--- src/rtl/div_unit_pkg.sv ---
// Shared RV32 execute-stage types.
//   ALU_Ops : single-cycle ALU operation select
//   Div_Ops : multi-cycle divide/remainder operation select (2-bit encoding)
// Helpers classify divide ops as signed and as remainder-returning.
package div_unit_pkg;

  typedef enum logic [3:0] {
    AluAdd  = 4'd0,
    AluSub  = 4'd1,
    AluAnd  = 4'd2,
    AluOr   = 4'd3,
    AluXor  = 4'd4,
    AluSll  = 4'd5,
    AluSrl  = 4'd6,
    AluSra  = 4'd7,
    AluSlt  = 4'd8,
    AluSltu = 4'd9
  } ALU_Ops;

  typedef enum logic [1:0] {
    DivOp  = 2'd0,
    DivuOp = 2'd1,
    RemOp  = 2'd2,
    RemuOp = 2'd3
  } Div_Ops;

  function automatic logic is_signed_op(Div_Ops op);
    return (op == DivOp) || (op == RemOp);
  endfunction

  function automatic logic is_rem_op(Div_Ops op);
    return (op == RemOp) || (op == RemuOp);
  endfunction

endpackage

--- src/rtl/div_unit_step.sv ---
// One restoring-division step (combinational).
//   rem_in/quo_in : partial remainder (W+1 bits) and quotient/dividend shift register
//   dvsr          : divisor magnitude
//   rem_out/quo_out : state after shifting {rem, quo} left and a trial subtract
module div_unit_step #(
  parameter int W = 32
) (
  input  logic [W:0]   rem_in,
  input  logic [W-1:0] quo_in,
  input  logic [W-1:0] dvsr,
  output logic [W:0]   rem_out,
  output logic [W-1:0] quo_out
);

  logic [W:0]   shifted;
  logic [W+1:0] trial;

  // The partial remainder never exceeds the divisor, so its top bit is
  // always clear and the shifted value still fits in W+1 bits.
  // The subtract runs one bit wider than the operands so that its sign
  // bit is a true borrow.
  always_comb begin
    shifted = {W'(rem_in), quo_in[W-1]};
    trial   = {1'b0, shifted} - {2'b00, dvsr};
    if (!trial[W+1]) begin
      rem_out = trial[W:0];
      quo_out = {quo_in[W-2:0], 1'b1};
    end else begin
      rem_out = shifted;
      quo_out = {quo_in[W-2:0], 1'b0};
    end
  end

endmodule

--- src/rtl/div_unit.sv ---
// Multi-cycle restoring divide/remainder unit (DIV, DIVU, REM, REMU).
//   clk_i, reset_ni : clock, async active-low reset
//   start_i, op_i, a_i, b_i : request, sampled only in Idle
//   busy_o : high while not Idle
//   done_o : one-cycle pulse, y_o valid alongside
//   y_o    : result, held until the next accepted request completes
// Normal ops take 34 cycles; divide-by-zero and signed overflow take 1.
import div_unit_pkg::*;

module div_unit #(
  parameter int DATA_WIDTH = 32
) (
  input  logic                  clk_i,
  input  logic                  reset_ni,
  input  logic                  start_i,
  input  Div_Ops                op_i,
  input  logic [DATA_WIDTH-1:0] a_i,
  input  logic [DATA_WIDTH-1:0] b_i,
  output logic                  busy_o,
  output logic                  done_o,
  output logic [DATA_WIDTH-1:0] y_o
);

  localparam int W = DATA_WIDTH;

  typedef enum logic [2:0] {Idle, Prep, Iterate, Fixup, Done} state_t;

  state_t       state, state_nxt;
  Div_Ops       op_q;
  logic [W:0]   rem_q;
  logic [W-1:0] quo_q, dvsr_q, y_q;
  logic         neg_quo_q, neg_rem_q;
  logic [5:0]   cnt_q;
  logic         busy_q, done_q;

  logic         special;
  logic [W-1:0] special_y;
  logic [W-1:0] a_mag, b_mag;
  logic [W:0]   step_rem_in, step_rem;
  logic [W-1:0] step_quo_in, step_dvsr, step_quo;
  logic [W-1:0] quo_fix, rem_fix, y_fix;

  // Corner cases resolved at accept. The overflow result equals the
  // dividend itself (most negative value), so a_i is reused for it.
  always_comb begin
    special   = 1'b0;
    special_y = '0;
    if (b_i == '0) begin
      special   = 1'b1;
      special_y = is_rem_op(op_i) ? a_i : '1;
    end else if (is_signed_op(op_i) && (a_i == {1'b1, {(W-1){1'b0}}}) && (b_i == '1)) begin
      special   = 1'b1;
      special_y = is_rem_op(op_i) ? '0 : a_i;
    end
  end

  // In Prep the registers still hold the raw operands; the first step is
  // taken on their magnitudes so that 32 steps finish by the Fixup edge.
  always_comb begin
    a_mag = (is_signed_op(op_q) && quo_q[W-1])  ? -quo_q  : quo_q;
    b_mag = (is_signed_op(op_q) && dvsr_q[W-1]) ? -dvsr_q : dvsr_q;
    if (state == Prep) begin
      step_rem_in = '0;
      step_quo_in = a_mag;
      step_dvsr   = b_mag;
    end else begin
      step_rem_in = rem_q;
      step_quo_in = quo_q;
      step_dvsr   = dvsr_q;
    end
  end

  div_unit_step #(.W(W)) u_div_step (
    .rem_in  (step_rem_in),
    .quo_in  (step_quo_in),
    .dvsr    (step_dvsr),
    .rem_out (step_rem),
    .quo_out (step_quo)
  );

  always_comb begin
    quo_fix = neg_quo_q ? -quo_q : quo_q;
    rem_fix = W'(neg_rem_q ? -rem_q : rem_q);
    y_fix   = is_rem_op(op_q) ? rem_fix : quo_fix;
  end

  always_comb begin
    state_nxt = state;
    case (state)
      Idle:    if (start_i) state_nxt = special ? Done : Prep;
      Prep:    state_nxt = Iterate;
      Iterate: if (cnt_q == 6'(W-1)) state_nxt = Fixup;
      Fixup:   state_nxt = Done;
      Done:    state_nxt = Idle;
      default: state_nxt = Idle;
    endcase
  end

  always_ff @(posedge clk_i or negedge reset_ni) begin
    if (!reset_ni) begin
      state  <= Idle;
      busy_q <= 1'b0;
      done_q <= 1'b0;
    end else begin
      state  <= state_nxt;
      busy_q <= (state_nxt != Idle);
      done_q <= (state_nxt == Done);
    end
  end

  always_ff @(posedge clk_i or negedge reset_ni) begin
    if (!reset_ni) begin
      op_q      <= DivOp;
      rem_q     <= '0;
      quo_q     <= '0;
      dvsr_q    <= '0;
      y_q       <= '0;
      neg_quo_q <= 1'b0;
      neg_rem_q <= 1'b0;
      cnt_q     <= '0;
    end else begin
      case (state)
        Idle: if (start_i) begin
          op_q   <= op_i;
          quo_q  <= a_i;
          dvsr_q <= b_i;
          rem_q  <= '0;
          cnt_q  <= '0;
          if (special) y_q <= special_y;
        end
        Prep: begin
          neg_quo_q <= is_signed_op(op_q) & (quo_q[W-1] ^ dvsr_q[W-1]);
          neg_rem_q <= is_signed_op(op_q) & quo_q[W-1];
          dvsr_q    <= b_mag;
          rem_q     <= step_rem;
          quo_q     <= step_quo;
          cnt_q     <= 6'd1;
        end
        Iterate: begin
          rem_q <= step_rem;
          quo_q <= step_quo;
          cnt_q <= cnt_q + 6'd1;
        end
        Fixup: y_q <= y_fix;
        default: ;
      endcase
    end
  end

  assign busy_o = busy_q;
  assign done_o = done_q;
  assign y_o    = y_q;

endmodule
--- config.mk ---
export PLATFORM = sky130hd
export DESIGN_NAME = div_unit
export DESIGN_NICKNAME = d
export VERILOG_FILES = /design/src/rtl/div_unit_pkg.sv /design/src/rtl/div_unit_step.sv /design/src/rtl/div_unit.sv
export SDC_FILE = /design/constraint.sdc
export NUM_CORES = 1
export LEC_CHECK = 0
export ABC_CLOCK_PERIOD_IN_PS = 4800
export CAP_MARGIN = 15
export CORE_ASPECT_RATIO = 2
export CORE_MARGIN = 1
export CORE_UTILIZATION = 54
export DETAILED_ROUTE_END_ITERATION = 10
export PLACE_DENSITY = 0.79
export SLEW_MARGIN = 20
export SYNTH_ARGS = -nofsm -noshare
export SYNTH_HDL_FRONTEND = slang
export SYNTH_SLANG_ARGS = --single-unit
--- constraint.sdc ---
create_clock -name clk_i -period 4.8 [get_ports clk_i]
set_input_delay 0.72 -clock clk_i [delete_from_list [all_inputs] [get_ports clk_i]]
set_output_delay 0.72 -clock clk_i [all_outputs]
set_load 0.01 [all_outputs]
# Word-level counts from Yosys, hierarchy flattened
# Index checks and enable logic that the tools add are counted.
# word_totals
out_inout_bits	34
ff_bits	143
word_cells	86
inputBits	69
# classes
addsub	5
eq_ne	13
n_mux	31
reduce_logical	23
n_bitwise	3
# ops
cell	count
$mux W32	18
$pmux W32 S2	4
$neg A32 Y32	3
$eq A32 B32 Y1 const B	2
$sub A33 B32 Y34	1
$logic_not A32 Y1	1
$pmux W6 S3	1
$pmux W3 S4	1
$mux W3	3
$eq A2 B2 Y1 const B	4
$reduce_and A2 Y1	4
$add A6 B1 Y6 const B	1
$eq A3 B2 Y1 const B	2
$eq A6 B5 Y1 const B	1
$mux W6	1
$reduce_bool A2 Y1	3
$reduce_bool A3 Y1	2
$logic_and A1 B1 Y1	4
$logic_not A2 Y1	2
$logic_or A1 B1 Y1	4
$ne A2 B2 Y1 const B	2
$eq A3 B1 Y1 const B	1
$eq A3 B3 Y1 const B	1
$logic_not A3 Y1	1
other kinds (5)	8

# Depth between registers and ports, before layout
# logic_depth
depth_word	10
ltp_mapped	22
ltp_nobuf	19

# Cells and area by module
# A second synthesis with hierarchy kept.
# unflattened
cells_unflattened	1570
hier_area_um2	12256.8
# modules_own_cells
module	n_inst	cells_per_inst	seq_area_each_um2	area_each_um2
div_unit	1	1177	3603.5	9756.9
div_unit_step	1	393	0.0	2499.9

# Worst setup path after synthesis
# OpenSTA, ideal clock, no wires.
# synth_path
kind	reg-to-reg
startpoint	register dvsr_q[7]
endpoint	register rem_q[21]
slack_ns	0.153
arrival_ns	4.565
path_stages_with_launch	22
required_ns	4.717
cell_sequence	dfrtp_1 -> or3_1 -> nor4_1 -> nand2_1 -> or3_1 -> o31ai_2 -> o21ai_0 -> nand2_1 -> xor2_1 -> ha_1 -> and2_1 -> clkbuf_1 -> nor2b_1 -> a41oi_1 -> nand3_1 -> a31oi_1 -> a21boi_1 -> and2_1 -> clkbuf_1 -> buf_1 -> a22oi_1 -> o21ai_0
# synth_between
elab_chain_cells	6
# synth_lines
element	line	source
start, declared	div_unit.sv:31	logic [W-1:0] quo_q, dvsr_q, y_q;
start signal, assigned	div_unit.sv:126	dvsr_q <= b_i;
start signal, assigned	div_unit.sv:134	dvsr_q <= b_mag;
$neg A32 Y32	div_unit.sv:61	b_mag = (is_signed_op(op_q) && dvsr_q[W-1]) ? -dvsr_q : dvsr_q;
$mux W32	div_unit.sv:61	
$mux W32 (*)	div_unit.sv:62	if (state == Prep) begin
$sub A33 B32 Y34 (*)	div_unit_step.sv:24	trial = {1'b0, shifted} - {2'b00, dvsr};
$mux W32 (*)	div_unit_step.sv:25	if (!trial[W+1]) begin
$pmux W32 S2 (*)	div_unit.sv:122	case (state)
end signal, assigned	div_unit.sv:135	rem_q <= step_rem;
end signal, assigned	div_unit.sv:140	rem_q <= step_rem;
end, declared	div_unit.sv:30	logic [W:0] rem_q;
# Mark *: on every way between the ends. The rest lies on a longest branch, timed or not.
# A chain may end at the register's enable or synchronous reset.

# Worst setup path after layout
# layout_path
startpoint	register quo_q[0]
endpoint	register rem_q[20]
# layout_between
elab_chain_cells	6
# layout_lines
element	line	source
start, declared	div_unit.sv:31	
start signal, assigned	div_unit.sv:125	quo_q <= a_i;
start signal, assigned	div_unit.sv:136	quo_q <= step_quo;
start signal, assigned	div_unit.sv:141	quo_q <= step_quo;
$neg A32 Y32	div_unit.sv:60	a_mag = (is_signed_op(op_q) && quo_q[W-1]) ? -quo_q : quo_q;
$mux W32	div_unit.sv:60	
$mux W32	div_unit.sv:62	
$sub A33 B32 Y34	div_unit_step.sv:24	
$mux W32	div_unit_step.sv:25	
$pmux W32 S2	div_unit.sv:122	
# Every way passes these cells.

==> flow_metrics.env <==
export IMPL_drv_cap=0
export IMPL_start_util=0.553
export IMPL_worstSetupStartpointType="flop"
export IMPL_overflow=0
export IMPL_drtAntennaViolNets=0
export IMPL_dp_hpwl_um=30800
export IMPL_outcome="complete, no violations"
export IMPL_tightest_slew_ns=0.980
export IMPL_fin_crit_ns=4.60
export IMPL_die_h_um=207
export IMPL_synth_seq_area_share=0.316
export IMPL_synth_area_mm2=0.0113
export IMPL_finalCritPeriodShare=0.959
export IMPL_finalWirelength_um=40700
export IMPL_grt_pass1_wl_um=64200
export IMPL_yosysTopAreaCell="dfrtp_1"
export IMPL_synth_seq_cells=143
export IMPL_cp_slowest_cell="or4_4"
export IMPL_fin_util=0.660
export IMPL_viasPerCell=6.59
export IMPL_drc=0
export IMPL_yosysUniqueCellTypes=71
export IMPL_async_reset_ff_frac=1.00
export IMPL_dieWidth_um=104
export IMPL_cp_cell_sequence="or2_1, or4_4, or4_4, nor4_4, o31ai_1, ha_1, fa_1, nor2b_2, o2111ai_1, a21oi_2, o2111ai_2, nand2_1, a41oi_2, o21ai_1, mux2_2, a22oi_1"
export IMPL_gr_usage_all_layers=0.387
export IMPL_globalplace_congestion=0.979
export IMPL_reg2reg_to="rem_q[20]"
export IMPL_ys_flop_type="dfrtp_1"
export IMPL_path_class="reg -> reg"
export IMPL_finalClockSkew_ns=0.00784
export IMPL_path_buf_inv=0
export IMPL_crit_fanout=4
export IMPL_clk_latency_ns=0.45
export IMPL_rr_startpoint="quo_q[0]"
export IMPL_finish_net_count=1652
export IMPL_fin_area_mm2=0.0135
export IMPL_grt_pass1_vias=12100
export IMPL_max_slew_margin=0.345
export IMPL_post_dp_cell_area_mm2=0.0128
export IMPL_ios=103
export IMPL_drv_slew=0
export IMPL_critPathCaptureType="flop"
export IMPL_clock_sinks=143
export IMPL_synth_enable_flop_cells=0
export IMPL_cts_setup_buffers=0
export IMPL_hold_class="in -> async"
export IMPL_drt_first_pass_iters=6
export IMPL_startpoint="quo_q[0]"
export IMPL_worstPathRequired_ns=5.17
export IMPL_power_density_mw_per_mm2=784
export IMPL_portBuffers=102
export IMPL_cts_root_buffer="clkbuf_16"
export IMPL_p_total_mw=10.6
export IMPL_clk_pin_slew_ns=0.06
export IMPL_antenna_found_initial=1
export IMPL_via_count=12000
export IMPL_slowest_delay_ns=0.55
export IMPL_die_area_mm2=0.0216
export IMPL_finalHoldViolCount=0
export IMPL_wire_per_inst_um=22.3
export IMPL_synth_fp_nets=1568
export IMPL_design_core_area_mm2=0.0205
export IMPL_cts_buffer_depth=2
export IMPL_arrival_ns=4.97
export IMPL_cts_tree="done"
export IMPL_r2r_slack_ns=0.20
export IMPL_fp_row_count=74
export IMPL_timing_critical_path_mode_cell="or4_4"
export IMPL_syn_to_final_growth_pct=19.5
export IMPL_fin_setup_tns_ns=0
export IMPL_rsz0062_at_grt="false"
export IMPL_cp_top_family="simple AND/OR/NAND/NOR gates"
export IMPL_synthTopCellsByArea="dfrtp_1, nand2_1, xnor2_1"
export IMPL_fmaxAchievable_mhz=217
export IMPL_cts_htree_levels=4
export IMPL_ctsHoldBuffers=0
export IMPL_worst_r2r_path_depth=16
export IMPL_drive_gt1_frac=0.0898
export IMPL_peakVddDrop_v=0.000359
export IMPL_avgSynthCellArea_um2=7.73
export IMPL_diodes=0
export IMPL_numCtsBuffers=17
export IMPL_yosysWarnings=0
export IMPL_p_leak_nw=5.45
export IMPL_setup_viol=0
export IMPL_syn_inst=1462
export IMPL_synthDominantCellAreaShare=0.316
export IMPL_grt_max_degree=70
export IMPL_drt_iter0_drc=992
## repair_timing
| item | CTS | global route |
|---|---|---|
| pin swaps | 0 | 3 |
| endpoints found under the hold margin | 0 | 0 |
| cloned | 0 | 0 |
| resized for setup | 2 | 17 |
| setup endpoints to repair | 3 | 33 |
## layout make-up
| cell class | instances | area (um2) |
|---|---|---|
| repair buffers | 174 | 1590 |
| clock inverters | 12 | 118 |
| multi-input cells | 1190 | 7360 |
| clock buffers | 20 | 457 |
| flip-flops and latches | 143 | 3580 |
| inverters | 20 | 75.1 |
| fillers | 1773 | 6950 |
| well taps | 266 | 333 |
## synthesized netlist by cell type, drive strengths merged, types with 31 or more instances
master	number
and2	38
a21oi	88
ha	36
nor4	33
nand2	222
a31oi	43
o21ai	144
clkbuf	100
xnor2	82
dfrtp	143
xor2	60
nand3	31
nor2	129
## how the worst max path moves through the flow
stage	slack [ns]	cells after the start	end
after global placement	0.07	16	rem_q[24]
final	0.20	16	rem_q[20]
after global routing	0.02	17	rem_q[30]
after detailed placement	-0.04	16	rem_q[24]
after CTS	0.02	16	rem_q[20]
after floorplan	0.15	21	rem_q[21]
## kinds of logic after synthesis
family	Yosys count	share of synthesized area
flops	143	0.316
buf+inv	129	0.0438
simple gates	561	0.233
xor+xnor	142	0.110
compound gates	443	0.249
mux	7	0.00653
fa+ha+maj	37	0.0416
## layout by cell type, fill, tap and decap left out, drive strengths merged, types with 4 or more instances in the layout
master | netlist | final
inv | 20 | 20
o21a | 4 | 4
clkdlybuf4s50 | 0 | 101
nand2 | 222 | 222
a22oi | 22 | 22
a21o | 14 | 14
nand4 | 15 | 15
o221ai | 7 | 7
nor2b | 6 | 6
a22o | 4 | 4
a31oi | 43 | 43
nor4 | 33 | 33
xor2 | 60 | 60
clkinv | 0 | 7
dfrtp | 143 | 143
clkbuf | 100 | 20
o211ai | 18 | 18
nand3 | 31 | 31
nor2 | 129 | 129
mux2i | 4 | 4
a211oi | 15 | 15
nand2b | 13 | 13
o31ai | 20 | 20
o41ai | 7 | 7
ha | 36 | 36
a21oi | 88 | 88
o21ai | 144 | 144
and2 | 38 | 38
and3 | 8 | 8
or3 | 14 | 14
xnor2 | 82 | 82
a221o | 22 | 22
nor3 | 21 | 21
a21boi | 4 | 4
or4 | 12 | 12
buf | 9 | 73
or2 | 5 | 5
## per-stage QoR
step	cells	hold slack [ns]	worst slack [ns]
after global routing	1825	0.317	0.0189
after detailed placement	1793	0.480	-0.0413
final	1825	0.271	0.199
after global placement	1793	0.470	0.0651
after floorplan	1462	0.424	0.153
after CTS	1825	0.286	0.0245
## report_power, final
group	total [mW]	leakage (nW)	switching [mW]	internal, mW
Sequential	2.49	1.76	0.724	1.77
Combinational	6.76	3.40	3.90	2.86
Clock	1.34	0.281	0.552	0.784
## flip-flops by register name, summed over array words and instances, names as in the netlist
| name | cells |
|---|---|
| busy_o | 1 |
| y_o | 32 |
| state | 3 |
| done_o | 1 |
| rem_q | 32 |
| op_q | 2 |
| cnt_q | 6 |
| dvsr_q | 32 |
| neg_rem_q | 1 |
| neg_quo_q | 1 |
| quo_q | 32 |
## per-layer routing
metal  global-route usage  part of all wire
met1                0.387              0.34
met3               0.0587             0.054
met4                0.321             0.087
met2                0.705              0.52
met5                    0                 0
Power figures use the tool's default switching activity.
